### config.mk
export PLATFORM = sky130hd
export DESIGN_NAME = serial_tx
export DESIGN_NICKNAME = d
export VERILOG_FILES = /design/src/rtl/serial_tx.sv
export SDC_FILE = /design/constraint.sdc
export NUM_CORES = 1
export LEC_CHECK = 0
export CAP_MARGIN = 20
export CORE_ASPECT_RATIO = 0.9
export CORE_MARGIN = 2
export CORE_UTILIZATION = 30
export CTS_CLUSTER_DIAMETER = 200
export DETAILED_ROUTE_END_ITERATION = 6
export DONT_BUFFER_PORTS = 1
export PLACE_DENSITY_LB_ADDON = 0.1
export SLEW_MARGIN = 20
export SYNTH_ARGS = -nofsm -noshare
export SYNTH_HDL_FRONTEND = slang
export SYNTH_SLANG_ARGS = --single-unit
### constraint.sdc
create_clock -name clk -period 1.9 [get_ports clk]
set_input_delay 0.19 -clock clk [delete_from_list [all_inputs] [get_ports clk]]
set_output_delay 0.19 -clock clk [all_outputs]
set_load 0.01 [all_outputs]
### src/rtl/serial_tx.sv
// serial_tx: UART-style serializer sending start, 8 data bits LSB first, optional parity, stop.
// Define SERIAL_TX_PARITY_EN to include the PARITY state and parity bit (11-bit frame).
module serial_tx #(
  parameter int unsigned CLKS_PER_BIT = 8,
  parameter int unsigned PARITY_ODD   = 0
) (
  input  logic       clk,
  input  logic       rst,
  input  logic [7:0] data_in,
  input  logic       send,
  output logic       data_out,
  output logic       busy,
  output logic       done
);

  localparam int unsigned CNT_W  = 8;
  localparam int unsigned IDX_W  = 3;
  localparam int unsigned DATA_W = 8;
  localparam logic [CNT_W-1:0] CNT_LAST = CNT_W'(CLKS_PER_BIT - 1);
  localparam logic [IDX_W-1:0] IDX_LAST = IDX_W'(DATA_W - 1);

  // Reject parameter values outside the supported range at elaboration.
  if (CLKS_PER_BIT < 2 || CLKS_PER_BIT > 255 || PARITY_ODD > 1) begin : g_param_check
    $error("serial_tx: parameter out of range");
  end

  typedef enum logic [2:0] {
    IDLE   = 3'd0,
    START  = 3'd1,
    DATA   = 3'd2,
`ifdef SERIAL_TX_PARITY_EN
    PARITY = 3'd3,
`endif
    STOP   = 3'd4
  } state_t;

  state_t              state_q, state_d;
  logic [CNT_W-1:0]    cnt_q, cnt_d;
  logic [IDX_W-1:0]    bit_idx_q, bit_idx_d;
  logic [IDX_W-1:0]    idx_next;
  logic [DATA_W-1:0]   data_q, data_d;
  logic                data_out_d;
  logic                busy_d;
  logic                done_d;
  logic                period_end;
`ifdef SERIAL_TX_PARITY_EN
  logic                par_q, par_d;
`endif

  assign period_end = (cnt_q == CNT_LAST);
  assign idx_next   = bit_idx_q + IDX_W'(1);

  // State, counters and registered line outputs.
  always_ff @(posedge clk) begin
    if (rst) begin
      state_q   <= IDLE;
      cnt_q     <= '0;
      bit_idx_q <= '0;
      data_q    <= '0;
      data_out  <= 1'b1;
      busy      <= 1'b0;
      done      <= 1'b0;
`ifdef SERIAL_TX_PARITY_EN
      par_q     <= 1'b0;
`endif
    end else begin
      state_q   <= state_d;
      cnt_q     <= cnt_d;
      bit_idx_q <= bit_idx_d;
      data_q    <= data_d;
      data_out  <= data_out_d;
      busy      <= busy_d;
      done      <= done_d;
`ifdef SERIAL_TX_PARITY_EN
      par_q     <= par_d;
`endif
    end
  end

  // Next state plus the line value for the following cycle, so data_out stays registered.
  always_comb begin
    state_d    = state_q;
    cnt_d      = cnt_q;
    bit_idx_d  = bit_idx_q;
    data_d     = data_q;
    data_out_d = 1'b1;
    busy_d     = 1'b0;
    done_d     = 1'b0;
`ifdef SERIAL_TX_PARITY_EN
    par_d      = par_q;
`endif

    case (state_q)
      IDLE: begin
        if (send) begin
          data_d     = data_in;
`ifdef SERIAL_TX_PARITY_EN
          par_d      = (^data_in) ^ 1'(PARITY_ODD);
`endif
          cnt_d      = '0;
          bit_idx_d  = '0;
          state_d    = START;
          data_out_d = 1'b0;
          busy_d     = 1'b1;
        end
      end

      START: begin
        busy_d = 1'b1;
        if (period_end) begin
          cnt_d      = '0;
          bit_idx_d  = '0;
          state_d    = DATA;
          data_out_d = data_q[0];
        end else begin
          cnt_d      = cnt_q + CNT_W'(1);
          data_out_d = 1'b0;
        end
      end

      DATA: begin
        busy_d = 1'b1;
        if (period_end) begin
          cnt_d = '0;
          if (bit_idx_q == IDX_LAST) begin
            bit_idx_d  = '0;
`ifdef SERIAL_TX_PARITY_EN
            state_d    = PARITY;
            data_out_d = par_q;
`else
            state_d    = STOP;
            data_out_d = 1'b1;
`endif
          end else begin
            bit_idx_d  = idx_next;
            data_out_d = data_q[idx_next];
          end
        end else begin
          cnt_d      = cnt_q + CNT_W'(1);
          data_out_d = data_q[bit_idx_q];
        end
      end

`ifdef SERIAL_TX_PARITY_EN
      PARITY: begin
        busy_d = 1'b1;
        if (period_end) begin
          cnt_d      = '0;
          state_d    = STOP;
          data_out_d = 1'b1;
        end else begin
          cnt_d      = cnt_q + CNT_W'(1);
          data_out_d = par_q;
        end
      end
`endif

      STOP: begin
        data_out_d = 1'b1;
        if (period_end) begin
          cnt_d   = '0;
          state_d = IDLE;
          done_d  = 1'b1;
        end else begin
          cnt_d  = cnt_q + CNT_W'(1);
          busy_d = 1'b1;
        end
      end

      default: begin
        state_d   = IDLE;
        cnt_d     = '0;
        bit_idx_d = '0;
      end
    endcase
  end

endmodule

# After elaboration in Yosys (flattened, before gate mapping)
# Cells that the tools add are included.
word_totals:
  regBits: 25
  latchBits: 0
  mem_bits_rw: 0
  mem_bits_ro: 0
  out_inout_bits: 3
  elab_cells: 55
  memories: 0
op_classes:
  addsub: 2
  n_mul: 0
  div: 0
  order_cmp: 2
  eq_ne: 10
  shift: 0
  n_mux: 26
  n_bitwise: 1
  reduce_logical: 7
ops:
  columns: ["operator", "count"]
  rows:
  - ["$mux 3", 8]
  - ["$pmux 3 s4", 2]
  - ["$mux 8", 2]
  - ["$pmux 8 s2", 1]
  - ["$ne 2x2->1 const B", 5]
  - ["$mux 1", 9]
  - ["$add 8x1->8 const B", 1]
  - ["$eq 8x3->1 const B", 1]
  - ["$lt 3x4->1 const B", 2]
  - ["$bmux 1 s3", 2]
  - ["$eq 3x3->1 const B", 2]
  - ["$pmux 1 s3", 2]
  - ["$reduce_and 5->1", 1]
  - ["$reduce_and 4->1", 1]
  - ["$reduce_or 2->1", 2]
  - ["$add 3x1->3 const B", 1]
  - ["$eq 3x1->1 const B", 1]
  - ["$eq 3x2->1 const B", 1]
  - ["$logic_not 3->1", 1]
  - ["$reduce_or 3->1", 1]
  - ["$reduce_and 2->1", 1]
  - ["$not 1->1", 1]

# Depth between registers and ports, before layout
depth:
  ltp_word: 6
  depth_mapped: 6
  depth_no_buf: 6

# Worst setup path before layout
# No wires, ideal clock.
synth_timing:
  kind: "register -> register"
  from: "reg bit_idx_q[0]"
  to: "reg data_out"
  setup_ps: 143
  arrival_ps: 1902
  path_slack_ps: -146
  path_stages_with_launch: 7
  n_path_buf: 0
  synth_period_minus_slack_ps: 2046
  path_cell_list: "dfxtp_1 -> ha_1 -> ha_1 -> mux4_2 -> mux2_2 -> o31ai_1 -> a31oi_1"
synth_via:
  elab_chain_len: 6
  word_cells_on_any_way: 9
  classes_between: "add/sub (1); eq/ne (1); mux (7)"
synth_lines:
  columns: ["element", "line", "text"]
  rows:
  - ["start: declaration", "39", "logic [IDX_W-1:0] bit_idx_q, bit_idx_d;"]
  - ["start signal: assignment", "69", "bit_idx_q <= bit_idx_d;"]
  - ["$add 3x1->3", "51", "assign idx_next = bit_idx_q + IDX_W'(1);"]
  - ["$bmux 1 s3", "136", "data_out_d = data_q[idx_next];"]
  - ["$mux 1 (implied by the code)", "136", null]
  - ["$mux 1", "125", "if (bit_idx_q == IDX_LAST) begin"]
  - ["$mux 1 (*)", "123", "if (period_end) begin"]
  - ["$pmux 1 s3 (*)", "93", "case (state_q)"]
  - ["end signal: assignment", "71", "data_out <= data_out_d;"]
  - ["end: declaration", "11", "output logic data_out,"]
# Mark *: on every way between the ends. The rest lies on a longest branch, timed or not. The select of a mux whose other input is x is not followed.
# A chain may end at the register's enable or synchronous reset.

# Worst setup path in the final report
# Ends and elaborated chain as after synthesis.

==> flow_summary.yaml <==
status:
  status: "finished with violations"
  failed_checks: "negative hold slack, negative setup slack"
final_layout:
  finish.utilization_pct: 37.81
  n_antenna_cell: 0
  area_growth_pct: 19.28
  drive_gt1_share_pct: 22.64
  nNetsFinal: 174
setup_path:
  cp_data_arrival_time_ns: 2.12
  cp-start-kind: "register"
  worstSetupPathType: "register to register"
  critPathRequiredTime_ns: 2.04
  r2r-start: "bit_idx_q[0]"
  crit_start: "bit_idx_q[0]"
  endpoint_kind: "register"
  critical_path.max_fanout: 3
timing:
  tightest_slew_ns: 0.5367
  worst_slack_ns: -0.07589
  period_needed_ns: 1.976
  grt_setup_unrepaired: "yes"
  hold_viol: 22
  maxSlewViolCount: 0
  relSlewSlack_pct: 63.30
  setup_viol: 1
  finalCritPeriodShare_pct: 104.0
  finalSetupTns_ns: -0.07589
  max_freq_mhz: 506.1
  fin_worst_skew_ns: 0.008053
  hold_slack_ns: -0.03311
clock_network:
  cts_tree: "done"
  clk_pin_slew_ns: 0.09
  cts_max_level: 1
  cts-root-buf: "clkbuf_8"
  cts_buffers: 3
  clkSinkCount: 25
  clkLatencyLatePin_ns: 0.27
  clock_path_buffers: 2
  postCtsSetupBuffers: 0
logic_synthesis:
  synthTopCellsByCount: "dfxtp_1 (25), nand2_1 (22), a21oi_1 (16), nor3_1 (10)"
  synth.top_cell.area_share_pct: 37.99
  synth_flop_cell: "dfxtp_1"
  syn_inst: 148
  ys_ff_latch: 25
  synth_area_leaders: "dfxtp_1 (38%), mux4_2 (6.8%), nand2_1 (6.3%)"
  synth_fp_nets: 162
  yosys_warnings: 0
  async_reset_ff_share_pct: 0
  yosysSeqAreaShare_pct: 37.99
  synth_cell_types: 41
  synth.avg_cell_area_um2: 8.902
  yosysTopAreaCell: "dfxtp_1"
  synth_most_common_cell: "dfxtp_1"
  synth_enable_flop_cells: 0
  syn_area_mm2: 0.001318
placed_design:
  numPortBuffers: 0
  pre_cts_ws_ns: -0.09822
  dpl.hpwl_um: 2254
  globalplace.congestion: 0.7593
drt:
  via_per_inst: 5.082
  antenna_left: 0
  drc: 0
  drt_wl_total_um: 3121
  wl_per_cell_um: 14.25
  drtPass1Iterations: 6
  vias: 1113
  first_iter_violations: 57
floorplanning:
  num_rows: 22
  ioPinCount: 14
  die_x_um: 73.86
  fp.dieArea_mm2: 0.004939
  start_util_pct: 31.70
  fp.coreArea_mm2: 0.004156
  die_y_um: 66.87
power:
  powerDensity_mw_per_mm2: 621.9
  p_leak_nw: 0.5240
  power_w: 0.0009772
  peakVddDrop_v: 0.0004205
global_route:
  track_usage_pct: 14.83
  overflow: 0
  grt_pass1_wl_um: 5533
  grt_max_degree: 28
  antenna_found_initial: 0
  grt_pass1_vias: 1158
flow_run:
  cap_violations: 0
worst_hold_path:
  hold_class: "primary input to register"
  worstHoldStart: "rst"
## cell usage in the layout (no fill, tap or decap), types with 4 or more instances in the layout
cell type,n
a21oi_1,16
o21ai_0,7
nand2_1,21
mux4_2,4
buf_4,15
dfxtp_1,23
nand4_1,5
nor3_1,10
## sequential cells by signal, summed over array words and instances (netlist names)
register	flops
done	1
data_out	1
cnt_q	8
state_q	3
bit_idx_q	3
data_q	8
busy	1
## report_power, final
| group | leakage [nW] | switching (W) | total (W) | internal (W) |
|---|---|---|---|---|
| registers | 0.205 | 0.0000193 | 0.000562 | 0.000542 |
| clock network | 0.0228 | 0.000173 | 0.000323 | 0.000150 |
| logic | 0.296 | 0.0000475 | 0.0000929 | 0.0000454 |
| total | 0.524 | 0.000240 | 0.000977 | 0.000738 |
## through the flow
| stage | cell area (µm²) | std cells | hold WS [ns] |
|---|---|---|---|
| 2_1_floorplan | 1335 | 148 | 0.3260 |
| 3_3_place_gp | 1489 | 215 | 0.2556 |
| 3_5_place_dp | 1489 | 215 | 0.2569 |
| 4_1_cts | 1539 | 219 | -0.04160 |
| 5_1_grt | 1572 | 219 | -0.04912 |
| 6_report | 1572 | 219 | -0.03311 |
## timing repair
item / 4_1_cts / 5_1_grt
hold endpoints to repair: 22 / 22
cloned: 0 / 0
setup endpoints to repair: 1 / 5
resized for setup: 1 / 6
pin swaps: 0 / 2
## path summary, 6_finish.rpt
path	to	slack [ns]	cells after the start
max	data_out	-0.08	6
min	bit_idx_q[0]	-0.03	1
max reg2reg	data_out	-0.08	6
min reg2reg	data_q[2]	0.48	2
## critical path, cell delays in order, from the launching register on
cell and delay (ns):
dfxtp_2 0.35, ha_4 0.16, ha_4 0.28, mux4_2 0.48, mux2_4 0.29, o31ai_4 0.17
a31oi_1 0.10
## layout make-up
cell class,instances,area (µm²)
fillers,448,2585
multi-input cells,113,828.3
flip-flops and latches,25,503.0
repair buffers,15,112.6
well taps,60,75.07
clock buffers,4,45.04
inverters,2,7.507
## per-layer routing
metal | up-vias | part of all wire (%) | GRT usage [%]
li1 | 568 | - | -
met1 | 528 | 53 | 21.29
met2 | 13 | 44 | 21.99
met3 | 4 | 2.3 | 3.631
met4 | 0 | 0.93 | 3.864
met5 | - | 0 | 0
## kinds of logic (layout without fill, tap and decap cells)
| kind of cell | count (synthesis) | after routing | share of synthesized area [%] |
|---|---|---|---|
| simple gates | 65 | 65 | 28.78 |
| compound gates | 32 | 32 | 14.06 |
| flops | 25 | 25 | 37.99 |
| buf+inv | 10 | 21 | 3.135 |
| mux | 7 | 7 | 9.212 |
| xor+xnor | 6 | 6 | 3.989 |
| fa+ha+maj | 3 | 3 | 2.849 |
No activity file was read; power rests on OpenSTA's default activity.
